`src/rtl/countdown_timer_if.sv`:
```
// Button inputs and display/status outputs of countdown_timer.
// master drives the raw buttons; slave is the timer core.
interface countdown_timer_if;
    logic       set_en;
    logic       sec_up;
    logic       min_up;
    logic       start;
    logic       clear;
    logic [3:0] min_tens;
    logic [3:0] min_ones;
    logic [3:0] sec_tens;
    logic [3:0] sec_ones;
    logic       running;
    logic       done;
    logic       expire_pulse;

    modport master (
        output set_en, sec_up, min_up, start, clear,
        input  min_tens, min_ones, sec_tens, sec_ones, running, done, expire_pulse
    );

    modport slave (
        input  set_en, sec_up, min_up, start, clear,
        output min_tens, min_ones, sec_tens, sec_ones, running, done, expire_pulse
    );
endinterface

```
`src/rtl/countdown_timer.sv`:
```
// MM:SS BCD countdown timer with button preset, start/pause and expiry flag.
// Define TMR_DEBOUNCE_EN to add a DB_CYCLES-cycle debouncer after the synchronisers.
module countdown_timer #(
    parameter int unsigned TICK_DIV  = 100_000_000,
    parameter int unsigned DB_CYCLES = 1_000_000
) (
    input  logic             clk,
    input  logic             reset,
    countdown_timer_if.slave tmr
);
    localparam int unsigned PW = $clog2(TICK_DIV);
    localparam logic [PW-1:0] TICK_LAST = PW'(TICK_DIV - 1);

    typedef enum logic [1:0] {
        ST_IDLE,
        ST_RUN,
        ST_PAUSE,
        ST_EXPIRED
    } state_e;

    // Bit order: {set_en, clear, start, min_up, sec_up}
    logic [4:0] sync1_q, sync2_q;
    logic [3:0] lvl, prev_q, rise;
    logic       set_lvl;

    always_ff @(posedge clk) begin
        if (reset) begin
            sync1_q <= '0;
            sync2_q <= '0;
            prev_q  <= '0;
        end else begin
            sync1_q <= {tmr.set_en, tmr.clear, tmr.start, tmr.min_up, tmr.sec_up};
            sync2_q <= sync1_q;
            prev_q  <= lvl;
        end
    end

`ifdef TMR_DEBOUNCE_EN
    localparam int unsigned CW = $clog2(DB_CYCLES + 1);
    localparam logic [CW-1:0] DB_LAST = CW'(DB_CYCLES - 1);

    logic [3:0]    db_q;
    logic [CW-1:0] db_cnt_q [4];

    // Counter runs only while the synchronised level disagrees with the debounced one.
    always_ff @(posedge clk) begin
        if (reset) begin
            db_q <= '0;
            for (int unsigned i = 0; i < 4; i++) db_cnt_q[i] <= '0;
        end else begin
            for (int unsigned i = 0; i < 4; i++) begin
                if (sync2_q[i] == db_q[i]) begin
                    db_cnt_q[i] <= '0;
                end else if (db_cnt_q[i] == DB_LAST) begin
                    db_q[i]     <= sync2_q[i];
                    db_cnt_q[i] <= '0;
                end else begin
                    db_cnt_q[i] <= db_cnt_q[i] + 1'b1;
                end
            end
        end
    end

    assign lvl = db_q;
`else
    assign lvl = sync2_q[3:0];
`endif

    assign rise    = lvl & ~prev_q;
    assign set_lvl = sync2_q[4];

    logic sec_rise, min_rise, start_rise, clear_rise;
    assign sec_rise   = rise[0];
    assign min_rise   = rise[1];
    assign start_rise = rise[2];
    assign clear_rise = rise[3];

    state_e        state_q;
    logic [PW-1:0] presc_q;
    logic [3:0]    min_tens_q, min_ones_q, sec_tens_q, sec_ones_q;
    logic          running_q, done_q, expire_q;

    logic [3:0] sec_inc_tens_d, sec_inc_ones_d, min_inc_tens_d, min_inc_ones_d;
    logic [3:0] dec_min_tens_d, dec_min_ones_d, dec_sec_tens_d, dec_sec_ones_d;
    logic       time_nz, time_one;

    always_comb begin
        sec_inc_tens_d = sec_tens_q;
        sec_inc_ones_d = sec_ones_q + 4'd1;
        if (sec_ones_q == 4'd9) begin
            sec_inc_ones_d = 4'd0;
            sec_inc_tens_d = (sec_tens_q == 4'd5) ? 4'd0 : sec_tens_q + 4'd1;
        end
        min_inc_tens_d = min_tens_q;
        min_inc_ones_d = min_ones_q + 4'd1;
        if (min_ones_q == 4'd9) begin
            min_inc_ones_d = 4'd0;
            min_inc_tens_d = (min_tens_q == 4'd5) ? 4'd0 : min_tens_q + 4'd1;
        end

        dec_min_tens_d = min_tens_q;
        dec_min_ones_d = min_ones_q;
        dec_sec_tens_d = sec_tens_q;
        dec_sec_ones_d = sec_ones_q - 4'd1;
        if (sec_ones_q == 4'd0) begin
            dec_sec_ones_d = 4'd9;
            if (sec_tens_q == 4'd0) begin
                dec_sec_tens_d = 4'd5;
                if (min_ones_q == 4'd0) begin
                    dec_min_ones_d = 4'd9;
                    dec_min_tens_d = (min_tens_q == 4'd0) ? 4'd5 : min_tens_q - 4'd1;
                end else begin
                    dec_min_ones_d = min_ones_q - 4'd1;
                end
            end else begin
                dec_sec_tens_d = sec_tens_q - 4'd1;
            end
        end

        time_nz  = |{min_tens_q, min_ones_q, sec_tens_q, sec_ones_q};
        time_one = (min_tens_q == 4'd0) && (min_ones_q == 4'd0) &&
                   (sec_tens_q == 4'd0) && (sec_ones_q == 4'd1);
    end

    always_ff @(posedge clk) begin
        if (reset) begin
            state_q    <= ST_IDLE;
            presc_q    <= '0;
            min_tens_q <= '0;
            min_ones_q <= '0;
            sec_tens_q <= '0;
            sec_ones_q <= '0;
            running_q  <= 1'b0;
            done_q     <= 1'b0;
            expire_q   <= 1'b0;
        end else begin
            expire_q <= 1'b0;
            if (clear_rise) begin
                state_q    <= ST_IDLE;
                presc_q    <= '0;
                min_tens_q <= '0;
                min_ones_q <= '0;
                sec_tens_q <= '0;
                sec_ones_q <= '0;
                running_q  <= 1'b0;
                done_q     <= 1'b0;
            end else begin
                case (state_q)
                    ST_IDLE, ST_PAUSE: begin
                        if (start_rise && !set_lvl && time_nz) begin
                            // PAUSE keeps its prescaler so the interrupted second resumes
                            if (state_q == ST_IDLE) presc_q <= '0;
                            state_q   <= ST_RUN;
                            running_q <= 1'b1;
                        end else if (set_lvl) begin
                            if (sec_rise) begin
                                sec_tens_q <= sec_inc_tens_d;
                                sec_ones_q <= sec_inc_ones_d;
                            end
                            if (min_rise) begin
                                min_tens_q <= min_inc_tens_d;
                                min_ones_q <= min_inc_ones_d;
                            end
                        end
                    end
                    ST_RUN: begin
                        if (start_rise) begin
                            state_q   <= ST_PAUSE;
                            running_q <= 1'b0;
                        end else if (presc_q == TICK_LAST) begin
                            presc_q    <= '0;
                            min_tens_q <= dec_min_tens_d;
                            min_ones_q <= dec_min_ones_d;
                            sec_tens_q <= dec_sec_tens_d;
                            sec_ones_q <= dec_sec_ones_d;
                            if (time_one) begin
                                state_q   <= ST_EXPIRED;
                                running_q <= 1'b0;
                                done_q    <= 1'b1;
                                expire_q  <= 1'b1;
                            end
                        end else begin
                            presc_q <= presc_q + 1'b1;
                        end
                    end
                    ST_EXPIRED: begin
                        if (start_rise) begin
                            state_q <= ST_IDLE;
                            done_q  <= 1'b0;
                        end
                    end
                    default: state_q <= ST_IDLE;
                endcase
            end
        end
    end

    assign tmr.min_tens     = min_tens_q;
    assign tmr.min_ones     = min_ones_q;
    assign tmr.sec_tens     = sec_tens_q;
    assign tmr.sec_ones     = sec_ones_q;
    assign tmr.running      = running_q;
    assign tmr.done         = done_q;
    assign tmr.expire_pulse = expire_q;
endmodule

```
`src/flat_wrapper.sv`:
```
// flat-port wrapper written by rule: the top's interface ports become plain ports
module countdown_timer_flat 
#(
    parameter int unsigned TICK_DIV  = 100_000_000,
    parameter int unsigned DB_CYCLES = 1_000_000
)
  (clk, reset, tmr_set_en, tmr_sec_up, tmr_min_up, tmr_start, tmr_clear, tmr_min_tens, tmr_min_ones, tmr_sec_tens, tmr_sec_ones, tmr_running, tmr_done, tmr_expire_pulse);
  countdown_timer_if tmr_i ();
  input  logic clk;
  input  logic reset;
  input wire logic [$bits(tmr_i.set_en)-1:0] tmr_set_en;
  input wire logic [$bits(tmr_i.sec_up)-1:0] tmr_sec_up;
  input wire logic [$bits(tmr_i.min_up)-1:0] tmr_min_up;
  input wire logic [$bits(tmr_i.start)-1:0] tmr_start;
  input wire logic [$bits(tmr_i.clear)-1:0] tmr_clear;
  output wire logic [$bits(tmr_i.min_tens)-1:0] tmr_min_tens;
  output wire logic [$bits(tmr_i.min_ones)-1:0] tmr_min_ones;
  output wire logic [$bits(tmr_i.sec_tens)-1:0] tmr_sec_tens;
  output wire logic [$bits(tmr_i.sec_ones)-1:0] tmr_sec_ones;
  output wire logic [$bits(tmr_i.running)-1:0] tmr_running;
  output wire logic [$bits(tmr_i.done)-1:0] tmr_done;
  output wire logic [$bits(tmr_i.expire_pulse)-1:0] tmr_expire_pulse;
  assign tmr_i.set_en = tmr_set_en;
  assign tmr_i.sec_up = tmr_sec_up;
  assign tmr_i.min_up = tmr_min_up;
  assign tmr_i.start = tmr_start;
  assign tmr_i.clear = tmr_clear;
  assign tmr_min_tens = tmr_i.min_tens;
  assign tmr_min_ones = tmr_i.min_ones;
  assign tmr_sec_tens = tmr_i.sec_tens;
  assign tmr_sec_ones = tmr_i.sec_ones;
  assign tmr_running = tmr_i.running;
  assign tmr_done = tmr_i.done;
  assign tmr_expire_pulse = tmr_i.expire_pulse;
  countdown_timer #(.TICK_DIV(TICK_DIV), .DB_CYCLES(DB_CYCLES)) u_core (.clk(clk), .reset(reset), .tmr(tmr_i));
endmodule
```
`config.mk`:
```
export PLATFORM = sky130hd
export DESIGN_NAME = countdown_timer_flat
export DESIGN_NICKNAME = d
export VERILOG_FILES = /design/src/rtl/countdown_timer_if.sv /design/src/rtl/countdown_timer.sv /design/src/flat_wrapper.sv
export SDC_FILE = /design/constraint.sdc
export NUM_CORES = 1
export LEC_CHECK = 0
export ABC_AREA = 1
export BUFFER_PORTS_ARGS = -buffer_cell sky130_fd_sc_hd__buf_4
export CAP_MARGIN = 20
export CORE_UTILIZATION = 46
export DETAILED_ROUTE_END_ITERATION = 12
export HOLD_SLACK_MARGIN = 0.1
export PLACE_DENSITY = 0.71
export SYNTH_ARGS = -nofsm -noshare
export SYNTH_HDL_FRONTEND = slang
export SYNTH_SLANG_ARGS = --single-unit
```
`constraint.sdc`:
```
create_clock -name clk -period 3.1 [get_ports clk]
set_clock_uncertainty 0.05 [all_clocks]
set_input_delay 0.31 -clock clk [delete_from_list [all_inputs] [get_ports clk]]
set_output_delay 0.31 -clock clk [all_outputs]
set_load 0.05 [all_outputs]
```
==> metrics.yaml <==
worst_hold_path:
  hp-class: "in -> reg"
yosys:
  synth-seq-area-share_pct: 33.2
  yosys_warnings: 0
  avgSynthCellArea_um2: 6.21
  synth_ff_type: "dfxtp_1"
  ys_ff_latch: 62
  synth-async-reset-ratio_pct: 0
  synth_edf_count: 0
  syn_area_um2: 3740
  ys_types: 39
  syn_nets: 610
  synthCells: 602
final_layout:
  finalNonFillerCells: 731
  drive_gt1_share_pct: 11.8
  design_area_um2: 4200
  antenna-diode-count: 0
  nNetsFinal: 632
  areaGrowthSynthToFinish_pct: 12.5
floorplanning:
  die_y_um: 92.1
  die_area_um2: 8490
  coreArea_um2: 7810
  num_rows: 32
  initial_core_util_pct: 47.9
  ios: 26
  die_x_um: 92.1
cts:
  ctsResizeCount: 0
  clock_sinks: 62
  holdBufCountCts: 0
  cts_tree: "yes"
  cts-root-buf: "clkbuf_8"
  cts_buffers: 9
  path_clk_slew_ps: 80
  htree_levels: 3
  cts_setup_buffers: 0
  clock_path_buffers: 2
  insertion_delay_ps: 350
timing:
  fmax_mhz: 487
  rsz0062_at_grt: "false"
  min_period_ps: 2060
  relSlewSlack_pct: 50.7
  hold_violations: 0
  final-setup-viol-count: 0
  holdWs_ps: 114
  slew_viol_final: 0
  post-route-period-util_pct: 66.3
  worst_slew_pin_slew_ps: 739
  tns_ps: 0
critical_path:
  crit_required_ps: 3270
  rr_worst_depth: 10
  slowest_delay_ps: 470
  crit_path_start: "u_core.tmr.sec_tens[2]"
  end_kind: "flop"
  cp_cell_sequence: "nor2_1 > nand2_1 > nor2_2 > nand2_2 > nand2_4 > a21oi_4 > buf_4 > nand2_2 > nand2_2 > nor2_1"
  timing.rr.end: "u_core.presc_q[5]"
  critPathKind: "reg -> reg"
  r2r_slack_ps: 1040
  critical_path.top_delay_family: "simple AND/OR/NAND/NOR gates"
  crit_path_start_kind: "flop"
  cp.depth: 10
  crit_arrival_ps: 2230
  crit_path_top_delay_cell: "dfxtp_1"
  crit_buf_inv: 1
  worstPathMaxFanout: 30
  reg2reg_from: "u_core.tmr.sec_tens[2]"
  crit_end: "u_core.presc_q[5]"
  timing.critical_path.mode_cell: "nand2_2"
grt:
  grt-ovfl-total: 0
  grt_pass1_wl_mm: 14.8
  grt_max_degree: 31
  grt_pass1_vias: 3465
  antenna_found_initial: 0
  grt_use_total_pct: 21.8
pwr:
  combPwrFrac_pct: 3.7
  seq_power_share_pct: 46.0
  clock_power_share_pct: 50.3
  p_int_w: 0.00138
  total_power_w: 0.00176
  peakVddDrop_mv: 0.296
  swShare_pct: 21.4
  cellLeakagePower_nw: 1.69
  power.density_nw_per_um2: 419
  p_sw_w: 0.000377
flow_run:
  cap_violations: 0
run_status:
  status: "completed"
placement:
  dp_cells: 715
  gp_congestion: 0.931
  dpl.hpwl_mm: 6.26
  placed_cell_area_um2: 3960
  port_buffers: 25
routing:
  dr.pass1.iters: 5
  avgRoutedWirePerCell_um: 12.0
  wl_mm: 8.75
  drt_iter0_markers: 176
  vias: 3797
  drtAntennaViolNets: 0
  viasPerCell: 5.19
  drc: 0
==> routing by layer <==
layer  share of wire [%]  track usage (%)  vias to the layer above  routed length (um)
met5                   0                0                        -                   0
met4                 2.1             10.3                        0                 180
met3                 4.6             4.89                       15                 400
met2                  47             35.7                      110                4070
met1                  47             27.2                     1717                4100
li1                    -                -                     1955                   -
==> sequential cells by signal, summed over array words and instances (netlist names) <==
name	cells
u_core.presc_q	27
u_core.sync1_q	5
u_core.sync2_q	5
u_core.prev_q	4
u_core.tmr.min_ones	4
u_core.tmr.min_tens	4
u_core.tmr.sec_ones	4
u_core.tmr.sec_tens	4
u_core.state_q	2
u_core.tmr.done	1
u_core.tmr.expire_pulse	1
u_core.tmr.running	1
==> layout by cell type, fill, tap and decap left out, drive strengths merged, types with 4 or more instances in the layout <==
| cell type | Yosys | final |
|---|---|---|
| buf | 12 | 28 |
| o21bai | 4 | 4 |
| inv | 74 | 74 |
| clkbuf | 5 | 11 |
| xor2 | 6 | 6 |
| dfxtp | 62 | 62 |
| nand4 | 15 | 15 |
| nor3 | 13 | 13 |
| a21oi | 30 | 30 |
| nand2 | 175 | 175 |
| o21ai | 21 | 21 |
| nor2 | 122 | 122 |
| nand3 | 45 | 45 |
==> tightest hold or removal path, stage by stage <==
cell and delay [ps]:
buf_4 70, inv_1 30, nor2_1 60
==> stage by stage <==
stage          setup slack, ps  utilization, %
3_5_place_dp              1080            50.7
2_1_floorplan             1230               -
6_report                  1040            53.8
5_1_grt                    879            53.8
3_3_place_gp              1110            50.7
4_1_cts                   1050            53.8
==> cell type report <==
cell class	count	area, um2
fillers	775	3600
multi-input cells	448	2100
flip-flops and latches	62	1240
inverters	75	282
repair buffers	28	210
clock buffers	11	141
well taps	102	128
clock inverters	5	106
==> cell usage after synthesis, types with 3 or more instances <==
cell type / n / share of area, %
nor2_2: 5 / 0.84
nor2_4: 5 / 1.5
xor2_1: 6 / 1.4
nand2_1: 166 / 17
inv_2: 6 / 0.60
o21bai_1: 4 / 0.80
clkbuf_1: 5 / 0.50
o21ai_1: 3 / 0.40
inv_1: 68 / 6.8
nand4_1: 15 / 2.5
nor3_1: 11 / 1.5
buf_6: 6 / 1.8
a21oi_1: 29 / 3.9
nand3_1: 43 / 5.8
nor2_1: 112 / 11
o21ai_0: 18 / 2.4
nand2_4: 5 / 1.5
buf_2: 4 / 0.54
nand2_2: 4 / 0.67
a22oi_1: 3 / 0.60
dfxtp_1: 62 / 33
==> power by group through the flow <==
stage / logic [W] / clock network, W / registers, W
global placement: 0.0000644 / 0 / 0.000827
global route: 0.0000725 / 0.000941 / 0.000809
floorplan: 0.0000458 / 0 / 0.000830
CTS: 0.0000658 / 0.000897 / 0.000809
detailed placement: 0.0000656 / 0 / 0.000827
finish: 0.0000649 / 0.000886 / 0.000809
==> worst min-delay path by stage <==
| stage | end | depth (start not counted) | from | slack, ps |
|---|---|---|---|---|
| 2_1_floorplan | u_core.sync2_q[0] | 1 | reset | 330 |
| 3_3_place_gp | u_core.sync2_q[4] | 2 | u_core.sync1_q[4] | 340 |
| 3_5_place_dp | u_core.sync2_q[0] | 2 | u_core.sync1_q[0] | 340 |
| 4_1_cts | u_core.sync1_q[4] | 3 | tmr_set_en | 100 |
| 5_1_grt | u_core.sync1_q[0] | 3 | tmr_sec_up | 110 |
| 6_report | u_core.sync1_q[4] | 3 | tmr_set_en | 110 |
==> logic make-up (layout without fill, tap and decap cells) <==
family	after synthesis	count (layout)	synth area share (%)
DFF	62	62	33.2
adders and majority gates	1	1	0.335
AOI/OAI and AO/OA	64	64	9.78
and+or+nand+nor	376	376	44.3
xor gates and xnor gates	7	7	1.64
buffers and inverters	92	119	10.7
Note: power is estimated with default switching activity, not from simulation.
